===== src/rtl/bru_pkg.sv =====
// Shared types and constants for the branch resolution unit.
// pred_entry_t carries everything needed to judge one prediction later:
// the fall-through PC, the predicted target and the predicted direction.
package bru_pkg;

   localparam int BRU_XLEN    = 32;
   localparam int BRU_PC_STEP = 4;

   typedef struct packed {
      logic [BRU_XLEN-1:0] pc_next;
      logic [BRU_XLEN-1:0] target;
      logic                taken;
   } pred_entry_t;

   typedef enum logic {
      RUN      = 1'b0,
      REDIRECT = 1'b1
   } bru_state_t;

endpackage


===== src/rtl/bru_queue.sv =====
// Circular buffer of outstanding predictions, oldest at the head.
// Pointers wrap modulo DEPTH; count never exceeds DEPTH because push is
// ignored when full and pop is ignored when empty. clear empties the
// queue and overrides any push or pop in the same cycle.
module bru_queue
   import bru_pkg::*;
#(
   parameter int DEPTH = 4
) (
   input  logic                     clk,
   input  logic                     reset,
   input  logic                     push,
   input  pred_entry_t              push_entry,
   input  logic                     pop,
   input  logic                     clear,
   output pred_entry_t              head,
   output logic [$clog2(DEPTH):0]   count,
   output logic                     full,
   output logic                     empty
);

   localparam int PTR_W = $clog2(DEPTH);

   pred_entry_t          mem_q [DEPTH];
   pred_entry_t          mem_d [DEPTH];
   logic [PTR_W-1:0]     wr_ptr_q, wr_ptr_d;
   logic [PTR_W-1:0]     rd_ptr_q, rd_ptr_d;
   logic [PTR_W:0]       count_q, count_d;
   logic                 push_eff;
   logic                 pop_eff;

   assign full  = (count_q == (PTR_W+1)'(DEPTH));
   assign empty = (count_q == '0);
   assign count = count_q;
   assign head  = mem_q[rd_ptr_q];

   // Next pointers, count and storage contents for push/pop/clear
   always_comb begin
      mem_d    = mem_q;
      wr_ptr_d = wr_ptr_q;
      rd_ptr_d = rd_ptr_q;
      count_d  = count_q;
      push_eff = push && !full;
      pop_eff  = pop && !empty;
      if (clear) begin
         rd_ptr_d = wr_ptr_q;
         count_d  = '0;
      end else begin
         if (push_eff) begin
            mem_d[wr_ptr_q] = push_entry;
            wr_ptr_d        = wr_ptr_q + 1'b1;
         end
         if (pop_eff) begin
            rd_ptr_d = rd_ptr_q + 1'b1;
         end
         if (push_eff && !pop_eff) begin
            count_d = count_q + 1'b1;
         end else if (pop_eff && !push_eff) begin
            count_d = count_q - 1'b1;
         end
      end
   end

   // Queue state register
   always_ff @(posedge clk or posedge reset) begin
      if (reset) begin
         for (int i = 0; i < DEPTH; i++) begin
            mem_q[i] <= '0;
         end
         wr_ptr_q <= '0;
         rd_ptr_q <= '0;
         count_q  <= '0;
      end else begin
         mem_q    <= mem_d;
         wr_ptr_q <= wr_ptr_d;
         rd_ptr_q <= rd_ptr_d;
         count_q  <= count_d;
      end
   end

endmodule


===== src/rtl/branch_resolution_unit.sv =====
// Branch resolution unit: queues predictions from fetch/decode, checks
// them in order against execute outcomes, and on a mispredict flushes the
// queue and issues a one-cycle redirect to the correct PC.
// Optional feature macro: BRU_PERF_COUNTERS_EN adds perf_branches and
// perf_mispredicts saturating counters.
module branch_resolution_unit
   import bru_pkg::*;
#(
   parameter int XLEN  = BRU_XLEN,
   parameter int DEPTH = 4
) (
   input  logic                     clk,
   input  logic                     reset,
   input  logic                     pred_valid,
   output logic                     pred_ready,
   input  logic [XLEN-1:0]          pred_pc_next,
   input  logic [XLEN-1:0]          pred_target,
   input  logic                     pred_taken,
   input  logic                     res_valid,
   input  logic                     res_taken,
   input  logic [XLEN-1:0]          res_target,
   output logic                     redirect_valid,
   output logic [XLEN-1:0]          redirect_pc,
   output logic                     flush,
   output logic                     res_error,
   output logic [$clog2(DEPTH):0]   count
`ifdef BRU_PERF_COUNTERS_EN
   ,
   output logic [31:0]              perf_branches,
   output logic [31:0]              perf_mispredicts
`endif
);

   bru_state_t         state_q, state_d;
   logic [XLEN-1:0]    redirect_pc_q, redirect_pc_d;
   logic               res_error_q, res_error_d;
   pred_entry_t        head;
   pred_entry_t        push_entry;
   logic               q_full;
   logic               q_empty;
   logic               push;
   logic               accepted;
   logic               mispredict;

   assign push_entry = '{pc_next: pred_pc_next, target: pred_target, taken: pred_taken};

   bru_queue #(.DEPTH(DEPTH)) u_queue (
      .clk        (clk),
      .reset      (reset),
      .push       (push),
      .push_entry (push_entry),
      .pop        (accepted),
      .clear      (mispredict),
      .head       (head),
      .count      (count),
      .full       (q_full),
      .empty      (q_empty)
   );

   // FSM next state, handshake and mispredict detection; squashed enqueues are dropped
   always_comb begin
      state_d       = state_q;
      redirect_pc_d = redirect_pc_q;
      pred_ready    = 1'b0;
      accepted      = 1'b0;
      mispredict    = 1'b0;
      res_error_d   = 1'b0;
      unique case (state_q)
         RUN: begin
            pred_ready  = !q_full && !reset;
            accepted    = res_valid && !q_empty;
            res_error_d = res_valid && q_empty;
            mispredict  = accepted &&
                          ((res_taken != head.taken) ||
                           (res_taken && (res_target != head.target)));
            if (mispredict) begin
               state_d       = REDIRECT;
               redirect_pc_d = res_taken ? res_target : head.pc_next;
            end
         end
         REDIRECT: begin
            state_d = RUN;
         end
         default: begin
            state_d = RUN;
         end
      endcase
      push = pred_valid && pred_ready && !mispredict;
   end

   // Control state, redirect target and error pulse registers
   always_ff @(posedge clk or posedge reset) begin
      if (reset) begin
         state_q       <= RUN;
         redirect_pc_q <= '0;
         res_error_q   <= 1'b0;
      end else begin
         state_q       <= state_d;
         redirect_pc_q <= redirect_pc_d;
         res_error_q   <= res_error_d;
      end
   end

   assign redirect_valid = (state_q == REDIRECT);
   assign flush          = (state_q == REDIRECT);
   assign redirect_pc    = redirect_pc_q;
   assign res_error      = res_error_q;

`ifdef BRU_PERF_COUNTERS_EN
   logic [31:0] perf_branches_q, perf_branches_d;
   logic [31:0] perf_mispredicts_q, perf_mispredicts_d;

   // Saturating event counts for resolves and mispredicts
   always_comb begin
      perf_branches_d    = perf_branches_q;
      perf_mispredicts_d = perf_mispredicts_q;
      if (accepted && (perf_branches_q != 32'hFFFF_FFFF)) begin
         perf_branches_d = perf_branches_q + 32'd1;
      end
      if (mispredict && (perf_mispredicts_q != 32'hFFFF_FFFF)) begin
         perf_mispredicts_d = perf_mispredicts_q + 32'd1;
      end
   end

   // Performance counter registers
   always_ff @(posedge clk or posedge reset) begin
      if (reset) begin
         perf_branches_q    <= '0;
         perf_mispredicts_q <= '0;
      end else begin
         perf_branches_q    <= perf_branches_d;
         perf_mispredicts_q <= perf_mispredicts_d;
      end
   end

   assign perf_branches    = perf_branches_q;
   assign perf_mispredicts = perf_mispredicts_q;
`endif

endmodule

===== config.mk =====
export PLATFORM = sky130hd
export DESIGN_NAME = branch_resolution_unit
export DESIGN_NICKNAME = d
export VERILOG_FILES = /design/src/rtl/bru_pkg.sv /design/src/rtl/bru_queue.sv /design/src/rtl/branch_resolution_unit.sv
export SDC_FILE = /design/constraint.sdc
export NUM_CORES = 1
export LEC_CHECK = 0
export ABC_AREA = 0
export BUFFER_PORTS_ARGS = -buffer_cell sky130_fd_sc_hd__buf_2
export CAP_MARGIN = 20
export CORE_MARGIN = 1.5
export CORE_UTILIZATION = 59
export DETAILED_ROUTE_END_ITERATION = 16
export GPL_ROUTABILITY_DRIVEN = 1
export HOLD_SLACK_MARGIN = 0.15
export PLACE_DENSITY = 0.8
export SLEW_MARGIN = 0
export SYNTH_ARGS = -nofsm -noshare
export SYNTH_HDL_FRONTEND = slang
export SYNTH_SLANG_ARGS = --single-unit
export TNS_END_PERCENT = 50

===== constraint.sdc =====
create_clock -name clk -period 21.8 [get_ports clk]
set_clock_uncertainty 0.05 [all_clocks]
set_input_delay 4.36 -clock clk [delete_from_list [all_inputs] [get_ports clk]]
set_output_delay 4.36 -clock clk [all_outputs]
set_load 0.02 [all_outputs]

* Word level (Yosys, flattened, before mapping)
Cells that the tools add are included.
** Operators by class
- $add $sub $neg :: 4
- $lt $le $gt $ge :: 3
- Eq/ne operators :: 3
- Multiplexer cells :: 18
- Bitwise operators :: 4
- Reduce and logical (&&, ||, !) cells :: 24
** Operators by type and width (count)
- 260-bit bitwise mux :: 1
- 65-bit 2-to-1 mux :: 3
- 65-bit binary-select mux with 2-bit select :: 1
- 65-bit demux with 2-bit select :: 1
- 32-bit 2-to-1 mux :: 1
- 32-bit inequality test :: 1
- 1-bit logical AND :: 12
- 3-bit 2-to-1 mux :: 3
- 3-bit greater-or-equal comparator, second input constant :: 2
- 1-bit logical NOT :: 6
- 2-bit inverter with 3-bit output :: 2
- 1-bit 2-to-1 mux :: 5
- 2-bit by 1-bit adder with 2-bit output, second input constant :: 2
- 2-bit 2-to-1 mux :: 2
- 2-bit AND reduction :: 2
- 3-bit by 1-bit adder with 3-bit output, second input constant :: 1
- 3-bit equality test, second input constant :: 1
- 3-bit logical NOT :: 1
- 3-bit by 1-bit less-than comparator with 1-bit output, second input constant :: 1
- 3-bit nonzero test :: 1
- 3-bit by 1-bit subtractor with 3-bit output, second input constant :: 1
- 1-bit inverter :: 2
- 1-bit one-hot mux with 2 select lines :: 1
- 2-bit nonzero test :: 1
- 2 further kinds :: 2
** Storage, ports and cells
- Register bits after elaboration :: 301
- Input port bits :: 102
- Logic and storage cells :: 74

* Logic depth before layout (Yosys ltp)
- Word-level depth :: 17
- Mapped depth :: 12

* Cells and area by module
A second synthesis with hierarchy kept.
** Second synthesis, totals
- Cells, all modules :: 847
- Area total of the unflattened synthesis :: 14983.1 um^2
** Modules (own cells, without submodules)
- bru_queue :: instances 1, cells an instance 690, area each 12848.6 um^2, seq. area each 6681.4 um^2
- branch_resolution_unit :: instances 1, cells an instance 157, area each 2134.5 um^2, seq. area each 850.8 um^2

* Worst setup path after synthesis
Ideal clock, no wire load.
- Path kind :: input-to-output
- Start :: input port reset
- End :: output port pred_ready
- Arrival time :: 5009 ps
- Data required time :: 17390 ps
- Setup slack :: 12381 ps
- Stages :: 1
- Buffers on the path :: 0
- Path through :: a311oi_1
** On the way
- Word-level cells in the longest chain between the ends :: 3
** RTL lines
- from (decl) :: RTL line branch_resolution_unit.sv:13 : input logic reset,
- 1-bit logical NOT (no source line)
- 1-bit logical AND :: RTL line branch_resolution_unit.sv:70 : pred_ready = !q_full && !reset;
- 1-bit 2-to-1 mux :: RTL line branch_resolution_unit.sv:68 : unique case (state_q)
- to (decl) :: RTL line branch_resolution_unit.sv:15 : output logic pred_ready,
Every way passes these cells.

* Worst setup path after layout
Same ends and word-level chain as after synthesis.

==> impl_metrics.json <==
{
  "cts-hold-fix-buffers": 0,
  "dp_hpwl_mm": 20.0,
  "grt_first_pass_wirelength_mm": 48.9,
  "dr.pass1.iters": 5,
  "detail_route.drc_violations": 0,
  "finalCriticalPeriod_ns": 9.45,
  "post_cts_buffers": 0,
  "synth_top_cell_by_area": "dfrtp_1",
  "wl_met2_mm": 14.6,
  "p_per_area_mw_per_mm2": 149,
  "wl_met1_mm": 13.4,
  "synth_area_leaders": "dfrtp_1 (54%), mux2_1 (16%), mux2_2 (10%)",
  "crit_arrival_ns": 5.04,
  "wire_per_inst_um": 22.4,
  "diodes": 0,
  "finalInstanceArea_sq_mm": 0.0159,
  "rsz0062_at_grt": "no",
  "worstSkewPairLatency_ns": 0.56,
  "max_stage_delay_ns": 0.31,
  "grt_max_degree": 155,
  "dp_cells": 1317,
  "regArea_sq_mm": 0.00754,
  "drt_iter0_drc": 472,
  "num_rows": 56,
  "hold_class": "reg -> reg",
  "multiInputGateArea_sq_mm": 0.00607,
  "yosysSeqAreaShare": 0.537,
  "finalMaxSlewViolations": 0,
  "instances_no_fill": 1374,
  "hold_viol": 0,
  "ios": 141,
  "worst_pin_slew_ns": 0.929,
  "syn_inst": 899,
  "placed_cell_area_sq_mm": 0.0148,
  "synth-main-ff-cell": "dfrtp_1",
  "synth_top_cell_area_share": 0.537,
  "grt_overflow": 0,
  "fill_cells": 1701,
  "leakage_nw": 7.10,
  "startpoint_type": "input pin",
  "met3_length_mm": 2.09,
  "peakVddDrop_uv": 92.6,
  "grt_pass1_vias": 8552,
  "top_layer": "met5",
  "cts_buffers": 31,
  "finalNetCount": 1140,
  "areaGrowthSynthToFinish_pct": 13.2,
  "syn_area_per_cell_sq_um": 15.6,
  "setup_tns_ns": 0,
  "via_per_inst": 6.01,
  "crit_path_end_kind": "primary output",
  "clock.fmax_mhz": 106,
  "htreeDepth": 1,
  "period_share": 0.434,
  "ant_nets": 0,
  "grt_usage": 0.260,
  "routed_wl_mm": 30.8,
  "async_flop_share": 1.00,
  "synth-edff-count": 0,
  "slowest_stage": "a311oi_1",
  "maxCapViolCount": 0,
  "crit_chain": "buf_2 -> a311oi_1 -> buf_2",
  "cts_root_buf": "clkbuf_16",
  "holdWs_ns": 0.432,
  "syn-num-nets": 1006,
  "gp_congestion": 0.823,
  "synth_cell_types": 53,
  "setup_violations": 0,
  "final_layout_size_suffix_gt1_frac": 0.367,
  "clkSinkCount": 301,
  "cts_tree": "done",
  "coreArea_sq_mm": 0.0234,
  "die-area_sq_mm": 0.0247,
  "vias": 8263,
  "dieHeight_um": 157,
  "critical_path_class": "in -> out",
  "antenna_found_initial": 2,
  "cpMostUsedCell": "buf_2",
  "ys_warn_count": 0,
  "synth_area_sq_mm": 0.0140,
  "max-slew-margin-rel": 0.381,
  "cts_resized": 0,
  "start_util": 0.600,
  "critPathMaxFanout": 3,
  "cts_buffer_depth": 3,
  "cp_data_required_time_ns": 17.39,
  "ys_ff_latch": 301,
  "io_buffer_count": 140,
  "path_clk_slew_ns": 0.06,
  "status": "completed",
  "fp.dieW_um": 157
}
==> critical path: cells and delay by family <==
kind | cells | cell delay (ns)
AO/OA/AOI/OAI | 1 | 0.31
buffers and inverters | 2 | 0.36
==> per-stage QoR <==
| stage | total power [mW] | utilization | setup slack, ns |
|---|---|---|---|
| after floorplan | 1.65 | - | 9.07 |
| after global placement | 1.82 | 0.635 | 12.38 |
| after detailed placement | 1.86 | 0.635 | 12.36 |
| after CTS | 2.38 | 0.676 | 12.36 |
| after global routing | 2.51 | 0.679 | 12.28 |
| final | 2.37 | 0.679 | 12.35 |
==> sequential cells by signal (all words and copies together) (netlist names) <==
name	flops
u_queue.rd_ptr_q	2
u_queue.wr_ptr_q	2
u_queue.mem_q	260
redirect_pc	32
u_queue.count	3
flush	1
res_error	1
==> cells by family (layout without fill, tap and decap cells) <==
group	after synthesis	after routing	synth area share
and+or+nand+nor	48	48	0.0193
AOI/OAI and AO/OA	40	40	0.0224
muxes	408	408	0.363
adders and majority gates	5	5	0.00499
DFF	301	301	0.537
buffers and inverters	64	220	0.0333
xor gates and xnor gates	33	33	0.0206
==> area by class of cell <==
cell class	count	area share
sequential	301	0.474
multi-input combinational	534	0.382
clock buffer	48	0.0579
timing repair buffer	155	0.0537
tap	319	0.0251
clock inverter	7	0.00394
inverter	10	0.00284
==> layout by cell type (no fill, tap or decap), drive strengths merged, types with 2 or more instances in the layout <==
cell    count
xnor2      27
nand3       4
nand3b      2
nor2b       2
o21ai       7
or3         2
a22o        2
mux2      325
clkinv      6
xor2        6
o22ai       5
nor2        4
nand2      11
nor3        6
and2        2
ha          4
a22oi       2
inv         9
nand4       5
and3        2
buf       155
a21oi       8
a311oi      2
a31oi       3
mux4       48
nor4        5
dfrtp     301
o221ai      2
clkbuf     48
mux2i      35
==> cell usage after synthesis (2+ instances only) <==
| master | instances |
|---|---|
| clkbuf_1 | 6 |
| xor2_1 | 6 |
| a21oi_1 | 3 |
| nand2_1 | 11 |
| nor2_1 | 4 |
| dfrtp_1 | 301 |
| mux2i_1 | 35 |
| a31oi_1 | 2 |
| buf_4 | 10 |
| mux4_2 | 48 |
| or3_1 | 2 |
| nand4_1 | 5 |
| buf_6 | 22 |
| xnor2_1 | 27 |
| nand3b_1 | 2 |
| a311oi_1 | 2 |
| a21oi_2 | 5 |
| inv_1 | 9 |
| o221ai_1 | 2 |
| buf_1 | 5 |
| mux2_2 | 125 |
| a22oi_1 | 2 |
| o21ai_0 | 6 |
| ha_1 | 4 |
| and2_1 | 2 |
| nand3_1 | 4 |
| o22ai_1 | 5 |
| nor4_1 | 4 |
| mux2_1 | 200 |
| and3_1 | 2 |
| a22o_1 | 2 |
| nor3_1 | 5 |
| nor2b_1 | 2 |
| buf_2 | 10 |
==> final timing paths <==
check	from	to	slack, ns	cells past startpoint
worst max-delay path	reset	pred_ready	12.35	3
worst min-delay path	u_queue.mem_q[146]	u_queue.mem_q[146]	0.43	1
worst max register to register	u_queue.rd_ptr_q[1]	u_queue.mem_q[21]	16.20	9
worst min register to register	u_queue.mem_q[146]	u_queue.mem_q[146]	0.43	1
max in group asynchronous	reset	u_queue.mem_q[228]	16.56	5
min in group asynchronous	reset	u_queue.count[0]	3.75	2
==> layer usage <==
metal	global-route usage	vias up
met1	0.369	4354
met3	0.0515	55
li1	-	3604
met2	0.415	246
met4	0.0665	4
met5	0	-
==> report_power, final <==
group | internal, mW | leakage, nW | switching (mW) | total [mW]
sequential | 0.834 | 3.68 | 0.157 | 0.991
clock | 0.299 | 0.484 | 0.212 | 0.511
combinational | 0.475 | 2.94 | 0.391 | 0.866
Power figures use the tool's default switching activity.
